--- src/rtl/ic_refill_rd.sv ---
// Instruction-cache refill read master: one 4-beat INCR burst per request,
// beats assembled into a 128-bit line, with pipeline-reset drain and a one-entry restart latch.
module ic_refill_rd #(
   parameter logic [3:0] ARID_VAL = 4'h1
) (
   input  logic         clk,
   input  logic         rst_n,
   input  logic         rst_pipe,
   input  logic         icr_start_rq,
   input  logic [31:0]  ic_rin_addr,
   output logic         ic_rdat_m_valid,
   output logic [127:0] rdat_m_data,
   output logic         ic_finish_mrd,
   output logic         ic_rd_err,
   output logic [3:0]   arid,
   output logic [31:0]  araddr,
   output logic [7:0]   arlen,
   output logic [2:0]   arsize,
   output logic [1:0]   arburst,
   output logic         arvalid,
   input  logic         arready,
   input  logic [31:0]  rdata,
   input  logic [1:0]   rresp,
   input  logic         rlast,
   input  logic         rvalid,
   output logic         rready
);

   typedef enum logic [2:0] {IDLE, AREQ, RDAT, DONE, FIN} state_t;

   state_t      state, state_nx;
   logic [1:0]  beat_cnt;
   logic        abort, fin_sup, err_sticky, pend_vld;
   logic [27:0] pend_addr, line_addr;
   logic        ar_hs, r_hs, last_beat, busy, abort_now, start;
   logic        unused_bits;

   assign ar_hs     = arvalid & arready;
   assign r_hs      = rvalid & rready;
   assign last_beat = r_hs & (beat_cnt == 2'd3);
   assign busy      = (state == AREQ) | (state == RDAT);
   // A pipeline reset seen on the final beat still counts as an abort.
   assign abort_now = abort | (busy & rst_pipe);
   // A pipeline reset in IDLE drops a pending restart unless a new request arrives with it.
   assign start     = icr_start_rq | (pend_vld & ~rst_pipe);

   assign arid        = ARID_VAL;
   assign araddr      = {line_addr, 4'h0};
   assign arlen       = 8'd3;
   assign arsize      = 3'd2;
   assign arburst     = 2'b01;
   assign unused_bits = ^{rlast, ic_rin_addr[3:0]};

   always_ff @(posedge clk) begin
      if (!rst_n) state <= IDLE;
      else        state <= state_nx;
   end

   always_comb begin
      state_nx = state;
      case (state)
         IDLE:    if (start) state_nx = AREQ;
         AREQ:    if (ar_hs) state_nx = RDAT;
         RDAT:    if (last_beat) state_nx = abort_now ? IDLE : DONE;
         DONE:    state_nx = FIN;
         FIN:     state_nx = IDLE;
         default: state_nx = IDLE;
      endcase
   end

   always_comb begin
      arvalid         = (state == AREQ);
      rready          = (state == RDAT);
      ic_rdat_m_valid = (state == DONE) & ~rst_pipe;
      ic_finish_mrd   = (state == FIN) & ~fin_sup;
      ic_rd_err       = ic_rdat_m_valid & err_sticky;
   end

   always_ff @(posedge clk) begin
      if (!rst_n) begin
         beat_cnt   <= 2'd0;
         abort      <= 1'b0;
         fin_sup    <= 1'b0;
         err_sticky <= 1'b0;
         pend_vld   <= 1'b0;
         pend_addr  <= 28'd0;
         line_addr  <= 28'd0;
      end else begin
         if ((state == IDLE) && start) begin
            line_addr  <= pend_vld ? pend_addr : ic_rin_addr[31:4];
            beat_cnt   <= 2'd0;
            err_sticky <= 1'b0;
         end
         if (r_hs) begin
            beat_cnt   <= beat_cnt + 2'd1;
            err_sticky <= err_sticky | (rresp != 2'b00);
         end

         if (last_beat)            abort <= 1'b0;
         else if (busy & rst_pipe) abort <= 1'b1;

         fin_sup <= (state == DONE) & rst_pipe;

         // Requests arriving while a drain is outstanding are parked until it ends.
         if (icr_start_rq & abort_now) begin
            pend_vld  <= 1'b1;
            pend_addr <= ic_rin_addr[31:4];
         end else if ((state == IDLE) && start) begin
            pend_vld <= 1'b0;
         end else if (rst_pipe && ((state == IDLE) || (state == FIN))) begin
            pend_vld <= 1'b0;
         end
      end
   end

   always_ff @(posedge clk) begin
      if (!rst_n)    rdat_m_data <= 128'd0;
      else if (r_hs) rdat_m_data[{beat_cnt, 5'd0} +: 32] <= rdata;
   end

endmodule

--- config.mk ---
export PLATFORM = sky130hd
export DESIGN_NAME = ic_refill_rd
export DESIGN_NICKNAME = d
export VERILOG_FILES = /design/src/rtl/ic_refill_rd.sv
export SDC_FILE = /design/constraint.sdc
export NUM_CORES = 1
export LEC_CHECK = 0
export ABC_AREA = 1
export CAP_MARGIN = 25
export CELL_PAD_IN_SITES_DETAIL_PLACEMENT = 1
export CELL_PAD_IN_SITES_GLOBAL_PLACEMENT = 1
export CORE_MARGIN = 4
export CORE_UTILIZATION = 30
export CTS_CLUSTER_DIAMETER = 100
export CTS_CLUSTER_SIZE = 40
export DETAILED_ROUTE_END_ITERATION = 10
export MAX_ROUTING_LAYER = met4
export PLACE_DENSITY_LB_ADDON = 0.2
export SLEW_MARGIN = 30
export SYNTH_ARGS = -nofsm -noshare
export SYNTH_HDL_FRONTEND = slang
export SYNTH_SLANG_ARGS = --single-unit
export TNS_END_PERCENT = 100
--- constraint.sdc ---
create_clock -name clk -period 2.82 [get_ports clk]
set_clock_uncertainty 0.2 [all_clocks]
set_input_delay 0.282 -clock clk [delete_from_list [all_inputs] [get_ports clk]]
set_output_delay 0.282 -clock clk [all_outputs]
set_load 0.05 [all_outputs]
==> results of run 1 <==
per-stage QoR:
step                      worst slack [ns]  hold slack [ns]
after floorplan                      0.615            0.251
after global placement               0.500            0.249
after detailed placement             0.395            0.255
after CTS                            0.179            0.209
after global routing                0.0865            0.254
final                                0.220            0.225
cells in the mapped netlist, types with 2 or more instances:
master    count  area (µm²)
nand2_1     199         747
inv_1        75         282
dfxtp_1     193        3860
nor2_1      157         589
nor3_1        4        20.0
buf_1         6        22.5
clkbuf_1     59         221
conb_1        2        7.51
buf_6        14         158
ha_1          5        62.6
buf_2        18        90.1
nand3_1      97         485
nand2_2       2        12.5
a21oi_1     129         646
o21ai_0      78         390
nand4_1      65         407
o21ai_1      12        60.1
buf_4        23         173
layout make-up:
| cell class | count | area [µm²] |
|---|---|---|
| Tap cell | 372 | 465 |
| Inverter | 76 | 287 |
| Clock buffer | 17 | 425 |
| Timing Repair Buffer | 259 | 2540 |
| Multi-Input combinational cell | 777 | 3580 |
| Clock inverter | 15 | 193 |
| Fill cell | 3321 | 15700 |
| Antenna cell | 1 | 2.50 |
| Sequential cell | 193 | 3860 |
how the worst max path moves through the flow:
| stage | end | slack [ns] | depth (start not counted) |
|---|---|---|---|
| 2_1_floorplan | rdat_m_data[10] | 0.62 | 8 |
| 3_3_place_gp | rdat_m_data[20] | 0.50 | 7 |
| 3_5_place_dp | rdat_m_data[7] | 0.39 | 7 |
| 4_1_cts | ic_rd_err | 0.18 | 4 |
| 5_1_grt | ic_finish_mrd | 0.09 | 4 |
| 6_report | ic_rd_err | 0.22 | 4 |
flip-flops by register name, indices dropped and copies added (netlist names), 2 cells and up:
register,flops
rdat_m_data,128
line_addr,28
pend_addr,28
state,3
beat_cnt,2
power by group through the flow:
| stage | registers, µW | clock network (µW) | logic, µW |
|---|---|---|---|
| floorplan | 3840 | 0 | 1460 |
| global placement | 3270 | 0 | 2830 |
| detailed placement | 3280 | 0 | 2880 |
| CTS | 3220 | 2660 | 2890 |
| global route | 3260 | 2770 | 3130 |
| finish | 3210 | 2580 | 2870 |
per-layer routing:
layer  vias up  track usage
met2       192        0.320
met4         0       0.0478
met1      4053        0.249
li1       4072            -
met5         -            -
met3        26       0.0565
worst register-to-register path, stage by stage, from the launching register on:
cell and delay (ns):
dfxtp_1 0.46, clkinv_1 0.17, buf_4 0.22, ha_1 0.39
nor3_4 0.18, buf_4 0.42, nand4_1 0.18, a21oi_1 0.17
cells by family (layout without fill, tap and decap cells):
| kind of cell | after synthesis | count (layout) | share of synthesized area |
|---|---|---|---|
| AOI/OAI and AO/OA | 221 | 221 | 0.134 |
| other | 2 | 22 | 0.000904 |
| adders and majority gates | 5 | 5 | 0.00753 |
| and+or+nand+nor | 530 | 530 | 0.279 |
| DFF | 193 | 193 | 0.465 |
| buffers and inverters | 196 | 367 | 0.114 |
==> flow_metrics.env, run 1 <==
export IMPL_fin_area_um2=11400
export IMPL_regToRegSetupSlack_ns=0.38
export IMPL_r2r_cells=7
export IMPL_fmax_mhz=385
export IMPL_crit_start="state[2]"
export IMPL_power_leakage_uw=0.00391
export IMPL_top_layer="met4"
export IMPL_status="complete, no violations"
export IMPL_setup_viol=0
export IMPL_crit_type="reg2out"
export IMPL_vias=8343
export IMPL_p_int_uw=5250
export IMPL_min_from="icr_start_rq"
export IMPL_fin_crit_ns=2.60
export IMPL_drive_above_1_share=0.0561
export IMPL_first_pass_iters=4
export IMPL_final_cell_mix="clkdlybuf4s50_1, nand2_1, dfxtp_1, nor2_1, a21oi_1"
export IMPL_hold_buffers=0
export IMPL_maxCapViolCount=0
export IMPL_swShare=0.394
export IMPL_place_inst=1677
export IMPL_post_cts_setup_buffers=0
export IMPL_slowest_delay_ns=0.83
export IMPL_power_uw=8670
export IMPL_fin_cells=1710
export IMPL_layout_commonest_cell="clkdlybuf4s50_1"
export IMPL_rr_startpoint="beat_cnt[0]"
export IMPL_utilization=0.419
export IMPL_die_x_um=174
export IMPL_synthCells=1147
export IMPL_cts_made_buffers=17
export IMPL_async_reset_ff_frac=0
export IMPL_hold_depth=6
export IMPL_yosysSeqAreaShare=0.465
export IMPL_area_growth_pct=36.7
export IMPL_detail_route_antenna_nets=0
export IMPL_p_comb_frac=0.331
export IMPL_crit_family="buffers and inverters"
export IMPL_port_buffers=228
export IMPL_powerDensity_nw_per_um2=763
export IMPL_ys_warn_count=0
export IMPL_wl_um=30000
export IMPL_drc=0
export IMPL_synth_seq_cells=193
export IMPL_row_count=60
export IMPL_drv_slew=0
export IMPL_globalRouteOverflowTotal=0
export IMPL_grtUsageTotal=0.199
export IMPL_path_clk_slew_ns=0.08
export IMPL_grt_start_max_net_pins=63
export IMPL_first_global_vias=8476
export IMPL_core_area_um2=27100
export IMPL_crit_required_ns=2.34
export IMPL_htreeDepth=4
export IMPL_vias_per_cell=4.88
export IMPL_crit_path_top_delay_cell="clkdlybuf4s50_1"
export IMPL_crit_fanout=5
export IMPL_wl_met2_um=13900
export IMPL_nets=1402
export IMPL_clock_power_share=0.298
export IMPL_wl_met3_um=1860
export IMPL_setup_tns_final_ns=0
export IMPL_synth_cell_types=27
export IMPL_grt_setup_unrepaired="false"
export IMPL_switchingPower_uw=3420
export IMPL_drt_wirelength_per_cell_um=17.5
export IMPL_max_slew_worst_pin_slew_ns=0.617
export IMPL_hold_viol_final=0
export IMPL_num_io_pins=255
export IMPL_place_hpwl_um=20200
export IMPL_synth_area_per_cell_um2=7.25
export IMPL_crit_chain="inv_1, nand3_1, nor3b_1, clkdlybuf4s50_1"
export IMPL_hold_path_endpoint="line_addr[25]"
export IMPL_tritoncts="done"
export IMPL_antenna_found_initial=1
export IMPL_die_h_um=174
export IMPL_grt_first_pass_wirelength_um=47600
export IMPL_cts_buffer_depth=2
export IMPL_drtIter0Drc=409
export IMPL_clockRootBuffer="clkbuf_16"
export IMPL_synth_top_flop_cell="dfxtp_1"
export IMPL_worst_hold_path_type="in2reg"
export IMPL_cp_end_kind="output port"
export IMPL_period_share=0.922
export IMPL_wl_met1_um=13800
export IMPL_initial_core_util=0.307
export IMPL_slew_headroom=0.587
export IMPL_insertion_delay_ns=0.43
export IMPL_synth_enable_flop_cells=0
export IMPL_syn_cell_area_um2=8310
export IMPL_post_dp_cell_area_um2=10700
export IMPL_timing_rr_end="rdat_m_data[7]"
export IMPL_post_cts_resized=0
export IMPL_critPathLaunchType="flip-flop"
export IMPL_worstPathArrival_ns=2.12
export IMPL_ir_drop_v=0.000289
export IMPL_gp_congestion=0.779
export IMPL_p_seq_frac=0.371
export IMPL_die_area_um2=30400
export IMPL_critical_path_n_buffers_inverters=2
export IMPL_cts_sinks=193
Note: power is estimated with default switching activity, not from simulation.
==> run 2, diff against run 1 <==
Settings changed: CELL_PAD_IN_SITES_DETAIL_PLACEMENT 1 to default, CELL_PAD_IN_SITES_GLOBAL_PLACEMENT 1 to default.
==> run 2 against run 1 <==
Flip-flop and latch count unchanged. Non-clock buffer count up 4. Via count down 3.6%. Worst hold slack worse by 0.0070 ns. Power down 1.7%. Fmax up 1.6%. Wire length down 9.5%. Clock-buffer cell count unchanged. Die area unchanged. First-iteration DRC count up 34%.
==> flow_metrics.env, run 2 (synthesis results as in run 1) <==
export IMPL_wl_met1_um=12500
export IMPL_drc=0
export IMPL_crit_required_ns=2.34
export IMPL_detail_route_antenna_nets=0
export IMPL_crit_fanout=5
export IMPL_place_hpwl_um=18700
export IMPL_die_h_um=174
export IMPL_crit_type="reg2out"
export IMPL_area_growth_pct=37.1
export IMPL_fin_crit_ns=2.56
export IMPL_largest_reg_flops=128
export IMPL_insertion_delay_ns=0.43
export IMPL_path_clk_slew_ns=0.08
export IMPL_num_io_pins=255
export IMPL_ir_drop_v=0.000364
export IMPL_top_register="rdat_m_data"
export IMPL_worstPathArrival_ns=2.08
export IMPL_layout_commonest_cell="clkdlybuf4s50_1"
export IMPL_drv_slew=0
export IMPL_first_pass_iters=5
export IMPL_multi_input_area_um2=3570
export IMPL_status="complete, no violations"
export IMPL_fill_cells=2838
export IMPL_row_count=60
export IMPL_drive_above_1_share=0.0582
export IMPL_setup_tns_final_ns=0
export IMPL_port_buffers=228
export IMPL_vias=8040
export IMPL_seq_area_um2=3860
export IMPL_core_area_um2=27100
export IMPL_crit_path_top_delay_cell="clkdlybuf4s50_1"
export IMPL_hold_viol_final=0
export IMPL_maxCapViolCount=0
export IMPL_power_leakage_uw=0.00393
export IMPL_diodes=0
export IMPL_cts_buffer_depth=2
export IMPL_die_x_um=174
export IMPL_cts_sinks=193
export IMPL_fmax_mhz=391
export IMPL_utilization=0.420
export IMPL_grt_start_max_net_pins=78
export IMPL_setup_viol=0
export IMPL_slew_headroom=0.468
export IMPL_wl_met2_um=11800
export IMPL_cts_made_buffers=17
export IMPL_powerDensity_nw_per_um2=748
export IMPL_final_cell_mix="clkdlybuf4s50_1, nand2_1, dfxtp_1, nor2_1, a21oi_1"
export IMPL_antenna_found_initial=0
export IMPL_gp_congestion=0.832
export IMPL_nets=1406
export IMPL_tritoncts="done"
export IMPL_drtIter0Drc=550
export IMPL_crit_chain="inv_1, nand3_1, nor3b_1, clkdlybuf4s50_1"
export IMPL_max_slew_worst_pin_slew_ns=0.798
export IMPL_initial_core_util=0.307
export IMPL_vias_per_cell=4.69
export IMPL_top_layer="met4"
export IMPL_drt_wirelength_per_cell_um=15.8
export IMPL_period_share=0.907
export IMPL_wl_um=27100
export IMPL_reg_largest_list="rdat_m_data: 128 flops, line_addr: 28 flops, pend_addr: 28 flops"
export IMPL_power_uw=8520
export IMPL_critPathLaunchType="flip-flop"
export IMPL_htreeDepth=4
export IMPL_cp_end_kind="output port"
export IMPL_slowest_delay_ns=0.84
export IMPL_die_area_um2=30400
export IMPL_post_cts_setup_buffers=0
export IMPL_first_global_vias=7632
export IMPL_grt_first_pass_wirelength_um=42600
export IMPL_grtUsageTotal=0.178
export IMPL_grt_setup_unrepaired="false"
export IMPL_clockRootBuffer="clkbuf_16"
export IMPL_worst_hold_path_type="in2reg"
export IMPL_wl_met3_um=2150
export IMPL_globalRouteOverflowTotal=0
==> run 2: cell count changes in the layout (fill, tap and decap cells not counted), moves of 2 or more <==
cell      before  now
buf_4         29   31
clkinv_2       3    1
clkinv_4       0    2
inv_8          2    4
==> run 2: cell type report <==
type / count / share of cell area
clock buffers: 17 / 0.0373
clock inverters: 15 / 0.0161
inverters: 76 / 0.0255
multi-input cells: 777 / 0.314
flip-flops and latches: 193 / 0.339
well taps: 372 / 0.0408
repair buffers: 263 / 0.227
==> run 2: worst max-delay path: cells and delay by family, from the launching register on <==
kind / cells / cell delay [ns]
buf+inv: 2 / 0.96
flops: 1 / 0.32
simple gates: 2 / 0.37
==> run 2: timing repair <==
action / CTS / global route
endpoints found under the hold margin: 2 / 0
hold buffers: 1 / 0
setup endpoints to repair: 0 / 1
resized for setup: 0 / 1
==> run 2: per-stage QoR <==
step | std cells | hold slack [ns] | worst slack [ns] | cell area (µm²)
final | 1713 | 0.218 | 0.261 | 11400
after global routing | 1713 | 0.266 | 0.0786 | 11400
after CTS | 1713 | 0.199 | 0.208 | 11400
after detailed placement | 1680 | 0.255 | 0.220 | 10800
after global placement | 1680 | 0.247 | 0.285 | 10800
after floorplan | 1166 | 0.251 | 0.615 | 8380
==> run 2: report_power, final <==
group	internal, µW	total, µW	leakage, µW	switching, µW
sequential	3040	3200	0.00157	164
clock	1280	2520	0.000295	1240
combinational	858	2800	0.00207	1940
==> run 2: per-layer routing <==
layer,global-route usage,up-vias
met5,-,-
met4,0.0551,0
met3,0.0565,35
met2,0.266,237
met1,0.230,3674
li1,-,4094
==> run 2: worst paths after layout <==
check             slack (ns)  depth (start not counted)                to            start
setup / recovery        0.26                          4         ic_rd_err         state[2]
hold / removal          0.22                          7          state[0]     icr_start_rq
setup reg to reg        0.33                          7  rdat_m_data[108]      beat_cnt[0]
hold reg to reg         0.26                          2   rdat_m_data[65]  rdat_m_data[65]
==> run 3, diff against run 2 <==
Settings changed: GPL_ROUTABILITY_DRIVEN from default to 0.
==> results of run 3 <==
No change in the layout: final DEF, timing and power equal those of run 2.
==> patch 1, RTL diff (settings of run 1) <==
Re-encode `state_t` (5 states) as Gray code, 3 bits wide.
--- a/src/rtl/ic_refill_rd.sv
+++ b/src/rtl/ic_refill_rd.sv
@@ -28,3 +28,3 @@
 
-   typedef enum logic [2:0] {IDLE, AREQ, RDAT, DONE, FIN} state_t;
+   typedef enum logic [2:0] {IDLE = 3'b000, AREQ = 3'b001, RDAT = 3'b011, DONE = 3'b010, FIN = 3'b110} state_t;
 
Function: same outputs for any inputs over 4 cycles, from zero or initial values and one cycle with rst_n low; so few cycles prove little.
==> patch 1 against run 1 <==
Area after synthesis down 1.3%; routed wire length fell by 1.4%; sequential power fell by 1%; sequential share of layout area increased by 0.17 points; power fell by 6.5%; worst setup slack improved by 26 ps; sequential cell count did not move; final area is 0.54% lower.
==> patch 1: results <==
export IMPL_wl_um=29600
export IMPL_drive_gt1_frac=0.0503
export IMPL_grt_max_degree=78
export IMPL_place_inst=1720
export IMPL_critical_path_arrival_ps=2090
export IMPL_drt_iter0_markers=568
export IMPL_synth_seq_area_share=0.471
export IMPL_routed_wl_met3_um=1220
export IMPL_crit_fanout=7
export IMPL_nNetsFinal=1476
export IMPL_vdd_drop_max_mv=0.378
export IMPL_status="complete, no violations"
export IMPL_place_ws_ps=427
export IMPL_grt_pass1_vias=7972
export IMPL_synthAdderAreaFrac=0.00763
export IMPL_ys_types=24
export IMPL_synth_main_ff_cell="dfxtp_1"
export IMPL_gp_congestion=0.805
export IMPL_worst_pin_slew_ps=622
export IMPL_routed_wl_met2_um=13400
export IMPL_dp_hpwl_um=20300
export IMPL_gr_usage_met1=0.275
export IMPL_final_cells=1752
export IMPL_slew_viol_final=0
export IMPL_syn_to_final_growth_pct=37.7
export IMPL_path_clk_slew_ps=80
export IMPL_drt_vias_per_instance=4.66
export IMPL_synth_avg_cell_area_um2=6.78
export IMPL_grt_use_met2=0.304
export IMPL_use_met3=0.0284
export IMPL_grt_pass1_wl_um=46100
export IMPL_p_leak_nw=4.28
export IMPL_placedInstanceArea_um2=10700
export IMPL_synth_top_cells_by_count="nor2_1, nand2_1, dfxtp_1"
export IMPL_wl_met1_um=14400
export IMPL_synthXorXnorAreaFrac=0
export IMPL_num_fill_cells=3390
export IMPL_synth_compound_area_frac=0.0985
export IMPL_diodes=0
export IMPL_antenna_found_initial=0
export IMPL_grtUsageTotal=0.197
patch 1: final timing paths:
kind / start / endpoint / slack (ps) / depth (start not counted)
setup / recovery: state[0] / ic_rdat_m_valid / 250 / 4
hold / removal: rst_n / pend_vld / 120 / 3
setup reg to reg: beat_cnt[0] / rdat_m_data[49] / 650 / 8
hold reg to reg: rdat_m_data[48] / rdat_m_data[48] / 270 / 2
patch 1: cell type report:
type	instances	area share
Multi-Input combinational cell	880	0.330
Tap cell	341	0.0378
Inverter	52	0.0173
Sequential cell	193	0.342
Timing Repair Buffer	254	0.222
Clock inverter	14	0.0128
Clock buffer	18	0.0380
patch 1: power breakdown:
group          total, W  internal, W  switching (W)
clock           0.00241      0.00119        0.00122
sequential      0.00317      0.00300       0.000163
combinational   0.00252     0.000760        0.00176
patch 1: cells by family (layout without fill, tap and decap cells):
logic type	count (synthesis)	count (layout)
AO/OA/AOI/OAI	161	161
other	2	21
flip-flops	193	193
AND/OR/NAND/NOR	693	693
adder cells (fa/ha/maj)	5	5
buffers and inverters	156	338
==> patch 2, RTL diff (settings of run 1) <==
Without the edit above. Reset style: asynchronous (`rst_n`), changed in 3 clocked blocks.
--- a/src/rtl/ic_refill_rd.sv
+++ b/src/rtl/ic_refill_rd.sv
@@ -53,3 +53,3 @@
 
-   always_ff @(posedge clk) begin
+   always_ff @(posedge clk or negedge rst_n) begin
       if (!rst_n) state <= IDLE;
@@ -78,3 +78,3 @@
 
-   always_ff @(posedge clk) begin
+   always_ff @(posedge clk or negedge rst_n) begin
       if (!rst_n) begin
@@ -115,3 +115,3 @@
 
-   always_ff @(posedge clk) begin
+   always_ff @(posedge clk or negedge rst_n) begin
       if (!rst_n)    rdat_m_data <= 128'd0;
Function: differs if rst_n is asserted again (counterexample within 4 cycles, from zero or initial values and one cycle with rst_n low); with rst_n held inactive, the same outputs for 4 cycles.
==> patch 2 against run 1 <==
Non-clock buffer count shrank 2; routed wire length shrank 5.1%; final area grew 4.5%; count of clock-buffer cells in the layout grew 1; largest power group is now combinational cells; worst setup slack lost 24 ps; area after synthesis grew 4.4%; power grew 35%; combinational power grew 92%; sequential cell count is the same; largest cell class unchanged; critical path depth grew 1; highest routed layer unchanged.
==> patch 2: results <==
export IMPL_use_met3=0.0487
export IMPL_num_fill_cells=3322
export IMPL_clkPwrFrac=0.212
export IMPL_grt_use_met2=0.304
export IMPL_diodes=2
export IMPL_grt_max_degree=76
export IMPL_buf_share=0.214
export IMPL_synthTopCellsByArea="dfrtp_1, nand2_1, o21ai_0"
export IMPL_n_all_buffers=257
export IMPL_crit_fanout=3
export IMPL_multi_input_comb_cells=714
export IMPL_drive_gt1_frac=0.0788
export IMPL_critical_path_arrival_ps=2140
export IMPL_wl_met1_um=12600
export IMPL_firstDrtPassIters=5
export IMPL_dp_hpwl_um=20200
export IMPL_synth_top_cells_by_count="nand2_1, dfrtp_1, o21ai_0"
export IMPL_clkbuf_count=18
export IMPL_ys_types=29
export IMPL_place_inst=1589
export IMPL_slew_headroom=0.499
export IMPL_status="complete, no violations"
export IMPL_drt_vias_per_instance=4.56
export IMPL_hp_class="in2async"
export IMPL_clockNetworkAreaShare=0.0502
patch 2: what timing repair did:
action,in CTS,in global routing
setup endpoints to repair,0,2
hold buffers,1,0
resized for setup,0,2
endpoints found under the hold margin,69,0
patch 2: power by group through the flow:
stage / Clock (W) / Combinational (W) / Sequential, W
after floorplan: 0 / 0.00198 / 0.00530
after global placement: 0 / 0.00551 / 0.00371
after detailed placement: 0 / 0.00559 / 0.00374
after CTS: 0.00256 / 0.00561 / 0.00369
after global routing: 0.00267 / 0.00599 / 0.00377
final: 0.00247 / 0.00552 / 0.00369
patch 2: kinds of logic after synthesis:
group | after synthesis | synth area share
AOI/OAI and AO/OA | 158 | 0.101
adders and majority gates | 5 | 0.00721
buffers and inverters | 134 | 0.0793
DFF | 193 | 0.557
other | 2 | 0.000866
and+or+nand+nor | 530 | 0.255
patch 2: through the flow:
stage	hold slack, ps	area, um2	setup WS (ps)	power, W
CTS	220	11900	58.4	0.0119
floorplan	-214	8750	575	0.00728
global route	242	11900	69.1	0.0124
finish	224	11900	196	0.0117
detailed placement	161	11300	459	0.00933
global placement	165	11300	515	0.00923
patch 2: worst max-delay path by stage:
| stage | startpoint | slack, ps | cells past startpoint | endpoint |
|---|---|---|---|---|
| 2_1_floorplan | state[0] | 570 | 4 | ic_rd_err |
| 3_3_place_gp | rst_pipe | 520 | 8 | beat_cnt[1] |
| 3_5_place_dp | beat_cnt[0] | 460 | 6 | rdat_m_data[31] |
| 4_1_cts | state[0] | 60 | 5 | ic_rd_err |
| 5_1_grt | state[1] | 70 | 5 | ic_rdat_m_valid |
| 6_report | state[0] | 200 | 5 | ic_rdat_m_valid |
